==> config.mk <==
export PLATFORM = sky130hd
export DESIGN_NAME = imem_loader
export DESIGN_NICKNAME = d
export VERILOG_FILES = /design/src/rtl/imem_loader.sv
export SDC_FILE = /design/constraint.sdc
export NUM_CORES = 1
export LEC_CHECK = 0
export CAP_MARGIN = 20
export CORE_ASPECT_RATIO = 1.75
export CORE_MARGIN = 3
export CORE_UTILIZATION = 50
export CTS_CLUSTER_SIZE = 8
export DETAILED_ROUTE_END_ITERATION = 10
export GPL_TIMING_DRIVEN = 0
export PLACE_DENSITY_LB_ADDON = 0.3
export SYNTH_ARGS = -nofsm -noshare
export SYNTH_HDL_FRONTEND = slang
export SYNTH_SLANG_ARGS = --single-unit
==> constraint.sdc <==
create_clock -name clk -period 5.7 [get_ports clk]
set_input_delay 1.14 -clock clk [delete_from_list [all_inputs] [get_ports clk]]
set_output_delay 1.14 -clock clk [all_outputs]
set_load 0.02 [all_outputs]
==> src/rtl/imem_loader.sv <==
// imem_loader: packs a big-endian byte stream into 32-bit words and writes imem.
// Define IMEM_LOADER_CHECKSUM_EN to consume and check a trailing XOR byte.
module imem_loader #(
  parameter int ADDR_W = 16,
  parameter int DEPTH  = 4096,
  parameter int CNT_W  = 13
) (
  input  logic              clk,
  input  logic              rst_n,
  input  logic              start,
  input  logic [ADDR_W-1:0] base_addr,
  input  logic [CNT_W-1:0]  num_words,
  input  logic              s_valid,
  input  logic [7:0]        s_data,
  output logic              s_ready,
  output logic              wr_en,
  output logic [ADDR_W-1:0] wr_addr,
  output logic [31:0]       wr_data,
  output logic              busy,
  output logic              done,
  output logic              err,
  output logic              chk_err
);

  localparam int SW = ADDR_W + 1;

  typedef enum logic [2:0] {
    IDLE, RECV, WRITE, CHK, DONE
  } state_t;

  state_t            state, state_n;
  logic [ADDR_W-1:0] base_q;
  logic [CNT_W-1:0]  num_q;
  logic [CNT_W-1:0]  widx;
  logic [1:0]        bcnt;
  logic [23:0]       part;
  logic [SW-1:0]     span;
  logic              range_bad;
  logic              hs;
  logic              last_word;

  // Range check is one bit wider than the address so it cannot wrap.
  assign span      = SW'(base_addr) + SW'(num_words);
  assign range_bad = span > SW'(DEPTH);
  assign hs        = s_valid && s_ready;
  assign last_word = (widx + CNT_W'(1)) == num_q;

  assign s_ready = (state == RECV) || (state == CHK);
  assign wr_en   = (state == WRITE);
  assign busy    = (state != IDLE);
  assign done    = (state == DONE);

  always_ff @(posedge clk or negedge rst_n) begin
    if (!rst_n) state <= IDLE;
    else        state <= state_n;
  end

  always_comb begin
    state_n = state;
    unique case (state)
      IDLE: begin
        if (start) begin
          if (range_bad || num_words == '0)
            state_n = DONE;
          else
            state_n = RECV;
        end
      end
      RECV: begin
        if (hs && bcnt == 2'd3) state_n = WRITE;
      end
      WRITE: begin
        if (!last_word) state_n = RECV;
        else begin
`ifdef IMEM_LOADER_CHECKSUM_EN
          state_n = CHK;
`else
          state_n = DONE;
`endif
        end
      end
      CHK: begin
        if (hs) state_n = DONE;
      end
      DONE:    state_n = IDLE;
      default: state_n = IDLE;
    endcase
  end

  always_ff @(posedge clk or negedge rst_n) begin
    if (!rst_n) begin
      base_q  <= '0;
      num_q   <= '0;
      widx    <= '0;
      bcnt    <= '0;
      part    <= '0;
      err     <= 1'b0;
      wr_addr <= '0;
      wr_data <= '0;
    end else begin
      if (state == IDLE && start) begin
        base_q <= base_addr;
        num_q  <= num_words;
        widx   <= '0;
        bcnt   <= '0;
        err    <= range_bad;
      end
      if (state == RECV && hs) begin
        bcnt <= bcnt + 2'd1;
        part <= {part[15:0], s_data};
        if (bcnt == 2'd3) begin
          wr_addr <= base_q + ADDR_W'(widx);
          wr_data <= {part, s_data};
        end
      end
      if (state == WRITE) widx <= widx + CNT_W'(1);
    end
  end

`ifdef IMEM_LOADER_CHECKSUM_EN
  logic [7:0] xsum;
  logic       chk_q;

  always_ff @(posedge clk or negedge rst_n) begin
    if (!rst_n) begin
      xsum  <= '0;
      chk_q <= 1'b0;
    end else begin
      if (state == IDLE && start) begin
        xsum  <= '0;
        chk_q <= 1'b0;
      end
      if (state == RECV && hs) xsum <= xsum ^ s_data;
      if (state == CHK && hs)  chk_q <= (s_data != xsum);
    end
  end

  assign chk_err = chk_q;
`else
  assign chk_err = 1'b0;
`endif

endmodule

======== Word-level counts from Yosys, hierarchy flattened ========
Index checks and enable logic that the tools add are counted.
operators by class
  multiplexer cells ....................... 10
  add/sub/neg operators ................... 4
  reductions and logical operators ........ 13
  equality and inequality tests ........... 9
  order comparisons ....................... 1
operators by type and width
  cell                                                  count
  2-to-1 mux 13 bit                                     2
  adder 16 x 13 -> 17 bit                               1
  > comparator 17 x 13 -> 1 bit, second input constant  1
  adder 16 x 13 -> 16 bit                               1
  2-to-1 mux 3 bit                                      5
  adder 13 x 1 -> 13 bit, second input constant         1
  equality test 13 bit                                  1
  logical NOT 13 bit                                    1
  one-hot mux 3 bit (4 select lines)                    1
  equality test 3 x 2 -> 1 bit, second input constant   2
  inequality test 2 bit, second input constant          3
  logical AND 1 bit                                     4
  2-to-1 mux 2 bit                                      2
  nonzero test 2 bit                                    2
  equality test 3 x 1 -> 1 bit, second input constant   1
  equality test 3 bit, second input constant            1
  logical NOT 3 bit                                     1
  AND reduction 3 bit                                   1
  nonzero test 3 bit                                    1
  adder 2 x 1 -> 2 bit, second input constant           1
  equality test 2 bit, second input constant            1
  logical OR 1 bit                                      2
  AND reduction 2 bit                                   1
word-level totals
  output and inout bits ................... 54
  logic and storage cells ................. 46
  input port bits ......................... 41
  register bits after elaboration ......... 120

======== Depth between registers and ports, before layout ========
  depth after elaboration ................. 6
  depth in mapped cells ................... 11
  gate-level depth less buffers ........... 11

======== Worst setup path after synthesis ========
No wires, ideal clock.
  path type ............................... input port to flip-flop
  start ................................... input base_addr[0]
  end ..................................... register state[0]
  setup slack ............................. 2,244 ps
  setup time .............................. 74 ps
  stages on the path ...................... 10
  required time ........................... 5,626 ps
  path buffers ............................ 0
  arrival ................................. 3,382 ps
  path through ............................ ha_1 -> fa_1 -> a211oi_2 -> o21ai_2 -> o21ai_1 -> mux2_4 -> nor4_2 -> a31oi_1 -> or3_1 -> o21ai_2
between the ends
  cells in the longest elaborated chain, start to end .. 6
RTL lines
  item                                RTL line  text
  start: declaration                  11        input logic [ADDR_W-1:0] base_addr,
  adder 16 x 13 -> 17 bit             43        assign span = SW'(base_addr) + SW'(num_words);
  > comparator 17 x 13 -> 1 bit       44        assign range_bad = span > SW'(DEPTH);
  logical OR 1 bit                    63        if (range_bad || num_words == '0)
  2-to-1 mux 3 bit                    63
  2-to-1 mux 3 bit                    62        if (start) begin
  one-hot mux 3 bit (4 select lines)  60        unique case (state)
  end signal: assignment              55        else state <= state_n;
  end: declaration                    31        state_t state, state_n;
Every way passes these cells. The select of a mux whose other input is x is not followed.
A chain may end at the register's enable or synchronous reset.

======== Worst setup path in the final report ========
  start ................................... input num_words[0]
  end ..................................... register state[0]
between the ends
  cells in the longest elaborated chain, start to end .. 6
  elaborated cells between the ends (all ways) .. 7
  those cells by class .................... add/sub: 1; order compare: 1; mux: 3; reduce/logical: 2
RTL lines
  item                                    RTL line  text
  start: declaration                      12        input logic [CNT_W-1:0] num_words,
  adder 16 x 13 -> 17 bit                 43
  > comparator 17 x 13 -> 1 bit           44
  logical OR 1 bit (*)                    63
  2-to-1 mux 3 bit (*)                    63
  2-to-1 mux 3 bit (*)                    62
  one-hot mux 3 bit (4 select lines) (*)  60
Mark *: on every way between the ends. The rest lies on a longest branch, timed or not. The select of a mux whose other input is x is not followed.

==> tab_implementation.tex <==
\begin{tabular}{lr}
\hline
Metric & Value \\
\hline
\multicolumn{2}{l}{\textbf{Synthesis}} \\
\quad Mapped Cells & between 600 and 700 \\
\quad Prevailing post-synth register cell & sky130\_fd\_sc\_hd\_\_dfrtp\_1 \\
\quad Number of register bits inferred by synthesis & 120 \\
\quad Asr flop ratio synth & 1.00 \\
\quad Synthesized Nets & around 710 \\
\quad Synth top area cells & sky130\_fd\_sc\_hd\_\_dfrtp\_1 (47\%), sky130\_fd\_sc\_hd\_\_mux2\_2 (11\%), sky130\_fd\_sc\_hd\_\_nand2\_1 (7.4\%) \\
\quad Library cells used by synthesis & 65 \\
\quad Post-synthesis sequential area ratio & 0.471 \\
\quad Area leader, netlist & sky130\_fd\_sc\_hd\_\_dfrtp\_1 \\
\quad List of most frequent post-synthesis cells & sky130\_fd\_sc\_hd\_\_nand2\_1 (126), sky130\_fd\_sc\_hd\_\_dfrtp\_1 (120), sky130\_fd\_sc\_hd\_\_mux2\_2 (60), sky130\_fd\_sc\_hd\_\_o21ai\_0 (52), sky130\_fd\_sc\_hd\_\_ha\_1 (28) \\
\quad Mean area per synthesized cell & between 10 and 15 µm² \\
\quad Cell area after synthesis & 6380 µm² \\
\quad Most used standard cell by instance count after synthesis & sky130\_fd\_sc\_hd\_\_nand2\_1 \\
\quad Share of the synthesized area in the top cell type & 0.471 \\
\quad Synthesis Warnings & 0 \\
\quad Post-synth EDFFs & 0 \\
\multicolumn{2}{l}{\textbf{Global route}} \\
\quad Overall global routing resource usage & 0.249 \\
\quad Final global-route overflow total & 0 \\
\quad Initial antenna violation count & 0 \\
\quad Maximum number of pins on one net before global-route repair & 86 \\
\quad Global-route wire length before repair & $\sim$28 mm \\
\quad Vias in the first global route & 5430 \\
\multicolumn{2}{l}{\textbf{CTS}} \\
\quad Post-CTS Hold Buffers & 0 \\
\quad Number of buffers inserted by post-CTS setup repair & 0 \\
\quad Sinks on the clock net & between 100 and 150 \\
\quad CTS root buf & sky130\_fd\_sc\_hd\_\_clkbuf\_16 \\
\quad CTS buffer count & 17 \\
\quad Post-cts repair resize count & 0 \\
\quad Clock latency on the worst-skew pair & a little over 0.4 ns \\
\quad CTS H-tree lvls & 4 \\
\quad Register clock-pin slew on the reported worst setup and hold paths & roughly 0.060 ns \\
\quad TritonCTS clock tree & built \\
\quad Clock tree buffer depth & 2 \\
\multicolumn{2}{l}{\textbf{Setup path}} \\
\quad Worst flop-to-flop path endpoint & wr\_addr[14] \\
\quad Critical path arrival & $\sim$4.2 ns \\
\quad Required arrival time at the worst endpoint & approximately 6.0 ns \\
\quad CP Buf/Inv Count & 1 \\
\quad Crit path max-delay family & compound AO/OA/AOI/OAI gates \\
\quad Type of the worst setup path & in -> reg \\
\quad CP Max Fanout & 3 \\
\quad Setup slack, reg-to-reg & between 2 and 3 ns \\
\quad Delay of the slowest cell on the worst path & 0.46 ns \\
\quad Startpoint types & primary input \\
\quad Highest-delay cell along the critical path & sky130\_fd\_sc\_hd\_\_clkdlybuf4s50\_1 \\
\quad Instance count on the critical path & 11 \\
\quad Depth of the worst register-to-register path & 11 \\
\quad CP cell instances & clkdlybuf4s50\_1, ha\_1, fa\_1, a211oi\_2, o21ai\_2, o21ai\_1, mux2\_4, nor4\_2, a31oi\_1, or3\_1, o21ai\_2 \\
\quad Worst setup path start & num\_words[0] \\
\quad Beginning of the worst register-to-register path & widx[0] \\
\quad Most repeated library cell on the critical path & sky130\_fd\_sc\_hd\_\_o21ai\_2 \\
\quad Critical path destination & state[0] \\
\quad CP endpoint kind & register \\
\multicolumn{2}{l}{\textbf{Pwr}} \\
\quad Flop pwr share & 0.395 \\
\quad Pint & around 2.1 mW \\
\quad Clock power frac & 0.352 \\
\quad Pwr/cell area & between 300 and 400 nW/µm² \\
\quad Switching part of the total power & 0.307 \\
\quad Net Sw Power & 947 µW \\
\quad Standby leakage power & 3.69 nW \\
\quad Highest ir drop seen on vdd & $\sim$0.0003 V \\
\quad Logic pwr share & 0.253 \\
\multicolumn{2}{l}{\textbf{Timing}} \\
\quad Setup violation total in the final timing report & 0 \\
\quad Worst slew margin & 0.565 \\
\quad Crit path time final & between 3 and 4 ns \\
\quad Unrepaired setup endpoints after global routing & no \\
\quad Worst Hold Slack & roughly 0.47 ns \\
\quad Clock skew after layout & roughly 0.0092 ns \\
\quad Post-route setup TNS & 0 ns \\
\quad Final Cycle Share & 0.683 \\
\quad Highest clock rate & around 0.26 GHz \\
\quad Count of final hold-check violations & 0 \\
\quad Slew @ Worst Pin & about 0.65 ns \\
\quad Final count of pins violating max slew & 0 \\
\multicolumn{2}{l}{\textbf{Min path}} \\
\quad Hold WC Path Type & reg -> reg \\
\multicolumn{2}{l}{\textbf{Placement}} \\
\quad Count of placed standard cells including taps & roughly 900 \\
\quad Post-detail-place hpwl & 12.9 mm \\
\quad Count of input and output buffers & 93 \\
\quad Routability congestion estimate from global placement & roughly 0.91 \\
\multicolumn{2}{l}{\textbf{Layout}} \\
\quad Growth of design area from synthesis to finish & 27.7\% \\
\quad Number of non-filler instances in the completed layout & between 900 and 1000 \\
\quad Ant. Diodes & 0 \\
\quad Final layout net count & 819 \\
\quad Ratio of cells with drive above 1 in the final layout & 0.150 \\
\multicolumn{2}{l}{\textbf{Route}} \\
\quad Starting DRT DRC Count & approximately 290 \\
\quad Average wire per cell in the routed design & 18.1 µm \\
\quad Pre-antenna DRT Iters & 4 \\
\quad Via-per-instance ratio & roughly 5.5 \\
\quad Total DRC errors in the routed layout & 0 \\
\quad Final ANT Viol Nets & 0 \\
\quad Number of vias in the routed layout & about 5000 \\
\quad Total wire length & roughly 17 mm \\
\multicolumn{2}{l}{\textbf{Status}} \\
\quad Status & finished, final reports clean \\
\multicolumn{2}{l}{\textbf{Floorplanning}} \\
\quad Core region area & 12500 µm² \\
\quad Die outline width & a little over 90 µm \\
\quad Number of top-level pins & 95 \\
\quad Initial Utilization & 0.511 \\
\quad Cell row count & 54 \\
\quad Floorplan die height & about 160 µm \\
\quad Die Outline Area & $\sim$14000 µm² \\
\multicolumn{2}{l}{\textbf{Flow run}} \\
\quad Number of violations of the max-capacitance limit & 0 \\
\hline
\end{tabular}
## power by group through the flow
stage	clock network, mW	registers (mW)	logic [mW]
2_1_floorplan	0	1.29	0.364
3_3_place_gp	0	1.21	0.757
3_5_place_dp	0	1.23	0.781
4_1_cts	1.10	1.22	0.788
5_1_grt	1.14	1.24	0.851
6_report	1.08	1.22	0.780
## worst min-delay path, cell delays in order, from the launching register on
cell and delay, ns:
sky130_fd_sc_hd__dfrtp_1 0.34, sky130_fd_sc_hd__nand2_1 0.04, sky130_fd_sc_hd__o21ai_0 0.06
## cell type report
cell class              instances  area [µm²]
plain buffers                  28         123
clock buffers                  18         439
clock inverters                14         160
fillers                      1005        4350
inverters                      14        52.6
multi-input cells             473        3200
flip-flops and latches        120        3000
well taps                     168         210
repair buffers                 94         960
## stage by stage
| step | area, µm² | setup slack, ns | utilization | power (mW) |
|---|---|---|---|---|
| after floorplan | 6380 | 2.24 | - | 1.65 |
| after global placement | 7520 | -1.10 | 0.602 | 1.97 |
| after detailed placement | 7550 | 1.40 | 0.604 | 2.01 |
| after CTS | 8150 | 1.78 | 0.652 | 3.10 |
| after global routing | 8150 | 1.66 | 0.652 | 3.23 |
| final | 8150 | 1.81 | 0.652 | 3.08 |
## flip-flops by register name, indices dropped and copies added (netlist names)
| register | count |
|---|---|
| part | 24 |
| num_q | 13 |
| err | 1 |
| state | 3 |
| wr_data | 32 |
| widx | 13 |
| base_q | 16 |
| bcnt | 2 |
| wr_addr | 16 |
## layer usage
metal,part of all wire,track usage,vias to the layer above
met5,0,0,-
met4,0.043,0.121,0
met3,0.050,0.0595,36
met2,0.55,0.466,144
met1,0.36,0.253,2484
li1,-,-,2476
## cell families after synthesis
family                     count (synthesis)  share of synthesized area
xor gates and xnor gates                  30                     0.0412
buffers and inverters                     42                     0.0274
AOI/OAI and AO/OA                        127                      0.127
adders and majority gates                 30                     0.0612
DFF                                      120                      0.471
muxes                                     62                      0.110
and+or+nand+nor                          223                      0.163
other                                      1                   0.000588
## how the worst min path moves through the flow
stage,start,to,slack [ns],cells after the start
2_1_floorplan,base_q[0],base_q[0],0.45,2
3_3_place_gp,wr_addr[10],wr_addr[10],0.46,2
3_5_place_dp,wr_addr[10],wr_addr[10],0.47,2
4_1_cts,wr_addr[6],wr_addr[6],0.48,2
5_1_grt,base_q[6],base_q[6],0.51,2
6_report,wr_addr[10],wr_addr[10],0.47,2
## placed cells by master, fill, tap and decap left out, drive strengths merged, types with 19 or more instances in the layout
cell,instances
a21oi,22
clkbuf,40
clkdlybuf4s50,92
dfrtp,120
ha,28
inv,21
mux2,61
nand2,126
nor2,19
o21ai,57
xnor2,20
Power figures use the tool's default switching activity.
==> RTL change 1: new RTL, same settings <==
Change the parameter `CNT_W` from 13 to 26.
--- a/src/rtl/imem_loader.sv
+++ b/src/rtl/imem_loader.sv
@@ -4,5 +4,5 @@
   parameter int ADDR_W = 16,
   parameter int DEPTH  = 4096,
-  parameter int CNT_W  = 13
+  parameter int CNT_W  = 26
 ) (
   input  logic              clk,
Ports: changed (resized num_words); port bits go from 95 to 108. No check against the original RTL was run, so the function may have changed too.
==> RTL change 1 against the unedited design <==
- non-clock buffer count rose by 21
- wire length rose by 34%
- synthesized cell count rose by 24%
- clock skew fell by 0.0017 ns
- area after synthesis rose by 31%
- sequential share of layout area fell by 1.3 points
- total power fell by 1.4%
- count of clock-buffer cells in the layout fell by 1
- setup slack got worse by 0.54 ns
- cell count rose by 24%
- sequential cell count rose by 26
- design area rose by 26%
- critical path type unchanged
- critical endpoint is now state[2]
==> RTL change 1: results (changes against the unedited design) <==
Parameter                              Value

Status
  Run status ... complete, no violations (unchanged)

Global routing
  Pin count of the biggest net entering global routing ... 101 (was 86)
  Grt met3 use ... 5.440% (was 5.951%)
  Number of global-route vias before repair ... 6,957 (was 5,430)
  Global-route met1 utilization ... 26.02% (was 25.28%)
  First-pass GRT wire length ... 36,450 um (was 27,630 um)
  Global routing usage summed across all routing layers ... 25.24% (was 24.86%)
  Grt met2 use ... 47.49% (was 46.63%)

Detailed routing
  Via total after detailed routing ... 6,745 (was 5,140)
  Average wire per standard cell ... 19.62 um (was 18.09 um)
  Overall routed net length ... 22,540 um (was 16,810 um)
  First-pass detailed-route iteration total ... 5 (was 4)
  DRC violation total after the first TritonRoute iteration ... 309 (was 286)

Final layout
  Fraction of layout cells with a size suffix above 1 ... 18.08% (was 14.98%)
  Nets ... 1,005 (was 819)
  Layout fillers ... 1,300 (was 1,005)
  Biggest regs ... wr_data x32, num_q x26, widx x26 (was wr_data x32, part x24)

Power and ir drop
  Switching power summed over all nets ... 955.1 uW (was 947.2 uW)
  Peak ir drop on the vdd network ... 0.2232 mV (was 0.3012 mV)
  Areal power density over the cells ... 295.1 nW/um^2 (was 377.9 nW/um^2)
  Leakage power total ... 0.004492 uW (was 0.003689 uW)

Synth
  Yosys warns ... 0 (unchanged)
  Mean post-synth cell area ... 10.56 sq um (was 10.05 sq um)
  Leading cell types by total area after synthesis ... sky130_fd_sc_hd__dfrtp_1 (44%), sky130_fd_sc_hd__mux2_2 (14%), sky130_fd_sc_hd__ha_1 (5.0%) (was sky130_fd_sc_hd__dfrtp_1 (47%), sky130_fd_sc_hd__mux2_2 (11%), sky130_fd_sc_hd__nand2_1 (7.4%))
  Synth unique cells ... 78 (was 65)
  Most instantiated cells after synthesis ... sky130_fd_sc_hd__dfrtp_1 (146), sky130_fd_sc_hd__mux2_2 (100), sky130_fd_sc_hd__o21ai_0 (66) (was sky130_fd_sc_hd__nand2_1 (126), sky130_fd_sc_hd__dfrtp_1 (120), sky130_fd_sc_hd__mux2_2 (60))
  Sequential fraction of the synthesis area ... 43.83% (was 47.06%)
  Net Count, Synth ... 878 (was 706)

Timing
  Tightest Pin Transition ... 0.8070 ns (was 0.6519 ns)
  Clk_skew ... 0.007466 ns (was 0.009197 ns)

Hold path
  Hold Path Class ... flip-flop to flip-flop (unchanged)
  Min-delay src ... wr_addr[5] (was wr_addr[10])

Placed design
  Number of cells after detailed placement ... 1,117 (was 897)
  Number of input and output port buffers inserted ... 106 (was 93)
  Detailed placer's ending HPWL ... 17,300 um (was 12,870 um)
  Weighted congestion reported at the end of routability-driven placement ... 0.9155 (was 0.9137)

Worst setup path
  Largest incremental delay on the critical path ... 0.60 ns (was 0.46 ns)
  Highest-delay cell along the critical path ... sky130_fd_sc_hd__a2111oi_0 (was sky130_fd_sc_hd__clkdlybuf4s50_1)
  Worst EP arrival ... 4.75 ns (was 4.23 ns)
  Largest delay share family, worst path ... compound AO/OA/AOI/OAI gates (unchanged)

CTS
  CTS Root Buffer Type ... sky130_fd_sc_hd__clkbuf_16 (unchanged)
==> RTL change 1: cell types whose count changed in the layout (fill, tap and decap cells not counted), moves of 5 or more <==
cell	change
sky130_fd_sc_hd__dfrtp_1	+26
sky130_fd_sc_hd__nor2_1	+35
sky130_fd_sc_hd__ha_1	+5
sky130_fd_sc_hd__nand2_1	-69
sky130_fd_sc_hd__o21ai_0	+14
sky130_fd_sc_hd__mux2_2	+40
sky130_fd_sc_hd__nand4_1	+9
sky130_fd_sc_hd__nor4_1	+10
sky130_fd_sc_hd__clkdlybuf4s50_1	+13
sky130_fd_sc_hd__o31ai_1	+5
sky130_fd_sc_hd__xor2_1	+10
sky130_fd_sc_hd__a211oi_1	+5
sky130_fd_sc_hd__xnor2_1	+13
==> RTL change 1: per-stage QoR <==
| stage | instance area [sq um] | util [%] | total power [uW] |
|---|---|---|---|
| 6_report | 10290 | 63.90 | 3037 |
| 5_1_grt | 10290 | 63.90 | 3172 |
| 4_1_cts | 10290 | 63.90 | 3048 |
| 3_5_place_dp | 9706 | 60.27 | 1949 |
| 3_3_place_gp | 9672 | 60.06 | 1928 |
| 2_1_floorplan | 8335 | - | 1716 |
==> RTL change 1: worst paths after layout <==
path                         endpoint  slack [ns]  cells after the start
hold / removal             wr_addr[5]        0.48                      2
min in group asynchronous  wr_addr[1]        0.63                      1
setup reg to reg             state[2]        2.25                      9
hold reg to reg            wr_addr[5]        0.48                      2
setup / recovery             state[2]        1.27                     11
max in group asynchronous  wr_data[5]        4.25                      2
==> RTL change 1: power groups by stage <==
| stage | clock [uW] | sequential, uW | combinational (uW) |
|---|---|---|---|
| floorplan | 0 | 1260 | 454 |
| global placement | 0 | 1310 | 619 |
| detailed placement | 0 | 1310 | 637 |
| CTS | 1120 | 1290 | 640 |
| global route | 1160 | 1310 | 704 |
| finish | 1110 | 1290 | 639 |
==> RTL change 1: cell type report <==
type	count	area share (%)
buffer	35	1.629
clock buffer	17	4.134
clock inverter	15	1.544
inverter	18	0.6566
multi-input combinational	590	43.21
sequential	146	35.51
tap	220	2.675
timing repair buffer	108	10.64
==> RTL change 1: per-layer routing <==
metal  part of all wire, %  routed length, um
met4                   4.9               1099
met2                    54              12060
met3                   5.2               1179
met1                    36               8197
met5                     0                  0
==> RTL change 1: cell families (layout without fill, tap and decap cells) <==
logic type / after synthesis / after routing / synth area share (%)
adders and majority gates: 35 / 35 / 5.434
DFF: 146 / 146 / 43.83
xor gates and xnor gates: 53 / 53 / 5.569
other: 1 / 1 / 0.04499
buffers and inverters: 53 / 193 / 2.822
AOI/OAI and AO/OA: 171 / 171 / 13.43
muxes: 104 / 104 / 13.99
and+or+nand+nor: 226 / 226 / 14.88
==> RTL change 2: new RTL, config.mk and constraints unchanged <==
Made on the original files. Encoding of `state_t`: now one-hot (5 bits for 5 states).
--- a/src/rtl/imem_loader.sv
+++ b/src/rtl/imem_loader.sv
@@ -25,6 +25,6 @@
   localparam int SW = ADDR_W + 1;
 
-  typedef enum logic [2:0] {
-    IDLE, RECV, WRITE, CHK, DONE
+  typedef enum logic [4:0] {
+    IDLE = 5'b00001, RECV = 5'b00010, WRITE = 5'b00100, CHK = 5'b01000, DONE = 5'b10000
   } state_t;
 
Function: no difference found for any inputs over 10 cycles, from zero or initial values and one cycle with rst_n low; not proved beyond that.
==> RTL change 2 against the unedited design <==
- total power down 18%
- setup slack worse by 0.18 ns
- sequential share of layout area down 0.62 points
- clock power up 7%
- wire length up 6.5%
- area after synthesis up 2.6%
- clock skew down 0.0034 ns
- sequential cell count up 1
- combinational power down 50%
- non-clock buffer count up 9
- die area up 2.5%
- cell count up 16%
- design area up 2.6%
- highest routed layer unchanged
==> RTL change 2: results (changes against the unedited design) <==
Parameter                              Value

Final layout
  Layout fillers ... 1,051 (was 1,005)
  Nets ... 964 (was 819)
  Fraction of layout cells with a size suffix above 1 ... 5.850% (was 14.98%)

Worst setup path
  Depth of the worst register-to-register path ... 8 (was 11)
  Worst reg2reg path endpoint ... state[4] (was wr_addr[14])
  Worst R2R Setup Slack ... 2.93 ns (was 2.84 ns)
  Worst EP arrival ... 2.93 ns (was 4.23 ns)
  Largest driver fanout on the critical path ... 10 (was 3)

Synth
  Adder-cell share of the synthesized area ... 5.961% (was 6.118%)
  Sequential fraction of the synthesis area ... 46.26% (was 47.06%)
  Synth Area in Compound Gates ... 12.90% (was 12.67%)
  Leading cell types by total area after synthesis ... sky130_fd_sc_hd__dfrtp_1 (46%), sky130_fd_sc_hd__nand2_1 (17%), sky130_fd_sc_hd__ha_1 (5.3%) (was sky130_fd_sc_hd__dfrtp_1 (47%), sky130_fd_sc_hd__mux2_2 (11%), sky130_fd_sc_hd__nand2_1 (7.4%))
  Multiplexer share of the synthesized area ... 0.3057% (was 10.98%)
  Net Count, Synth ... 851 (was 706)
  Most instantiated cells after synthesis ... sky130_fd_sc_hd__nand2_1 (298), sky130_fd_sc_hd__dfrtp_1 (120), sky130_fd_sc_hd__o21ai_0 (49) (was sky130_fd_sc_hd__nand2_1 (126), sky130_fd_sc_hd__dfrtp_1 (120), sky130_fd_sc_hd__mux2_2 (60))
  Fraction of synthesized cell area in xor and xnor cells ... 3.745% (was 4.118%)

Status
  Run status ... complete, no violations (unchanged)

Detailed routing
  Average wire per standard cell ... 16.67 um (was 18.09 um)
  First-pass detailed-route iteration total ... 5 (was 4)
  Via total after detailed routing ... 5,967 (was 5,140)

Global routing
  Grt met3 use ... 4.878% (was 5.951%)
  Number of global-route vias before repair ... 6,051 (was 5,430)
  First-pass GRT wire length ... 29,500 um (was 27,630 um)
  Pin count of the biggest net entering global routing ... 84 (was 86)
  Grt met2 use ... 50.14% (was 46.63%)
  Global routing usage summed across all routing layers ... 26.12% (was 24.86%)

Timing
  Worst hold slack ... 0.4694 ns (was 0.4746 ns)
  Clk_skew ... 0.005805 ns (was 0.009197 ns)

Power and ir drop
  Peak ir drop on the vdd network ... 0.1548 mV (was 0.3012 mV)
  Combinational power share ... 15.4% (was 25.3%)
  Net Sw Frac ... 27.53% (was 30.75%)

Hold path
  Min-delay src ... wr_data[25] (was wr_addr[10])
  Hold Path Class ... flip-flop to flip-flop (unchanged)
  Worst Hold Endpoint ... wr_data[25] (was wr_addr[10])

CTS
  CTS Buf Count ... 17 (unchanged)
  Number of buffers between clock root and the deepest sink ... 2 (unchanged)

Placed design
  Weighted congestion reported at the end of routability-driven placement ... 0.9680 (was 0.9137)
RTL change 2: area by class of cell:
cell class                 instances  area (sq um)  share of cell area (%)
inverter                          12         45.04                  0.5387
tap                              168         210.2                   2.514
clock inverter                    15         217.7                   2.604
clock buffer                      17         425.4                   5.088
timing repair buffer              94         959.7                   11.48
sequential                       121          3029                   36.23
multi-input combinational        610          3319                   39.70
buffer                            37         155.1                   1.855
RTL change 2: through the flow:
stage	instances	setup slack (ns)	util [%]	setup TNS [ns]	area (sq um)
after floorplan	780	2.268	-	0	6549
after global placement	1041	-1.077	60.86	-128.34	7690
final	1074	1.629	66.18	0	8362
after CTS	1074	1.662	66.18	0	8362
after global routing	1074	1.509	66.18	0	8362
after detailed placement	1042	1.279	61.09	0	7719
RTL change 2: kinds of logic after synthesis:
group | count (synthesis)
xor+xnor | 28
mux | 2
other cells | 1
compound gates | 130
simple gates | 419
fa+ha+maj | 30
flops | 121
buf+inv | 49
RTL change 2: how the worst max path moves through the flow:
stage                      start       end
finish                  state[1]     wr_en
global route            state[1]     wr_en
CTS                     state[1]     wr_en
detailed placement  num_words[0]  state[4]
global placement           rst_n   widx[8]
floorplan           base_addr[0]       err
RTL change 2: layer usage:
layer / part of all wire [%] / routed length [um]
met1: 35 / 6292
met2: 55 / 9863
met3: 4.6 / 820
met4: 5.2 / 931
met5: 0 / 0
RTL change 2: critical path, cell delays in order (launching register included):
cell and delay (ns):
sky130_fd_sc_hd__dfrtp_1 0.39, sky130_fd_sc_hd__or4b_2 0.69, sky130_fd_sc_hd__buf_6 0.17, sky130_fd_sc_hd__inv_1 0.12, sky130_fd_sc_hd__clkbuf_1 0.43, sky130_fd_sc_hd__clkdlybuf4s50_1 0.70
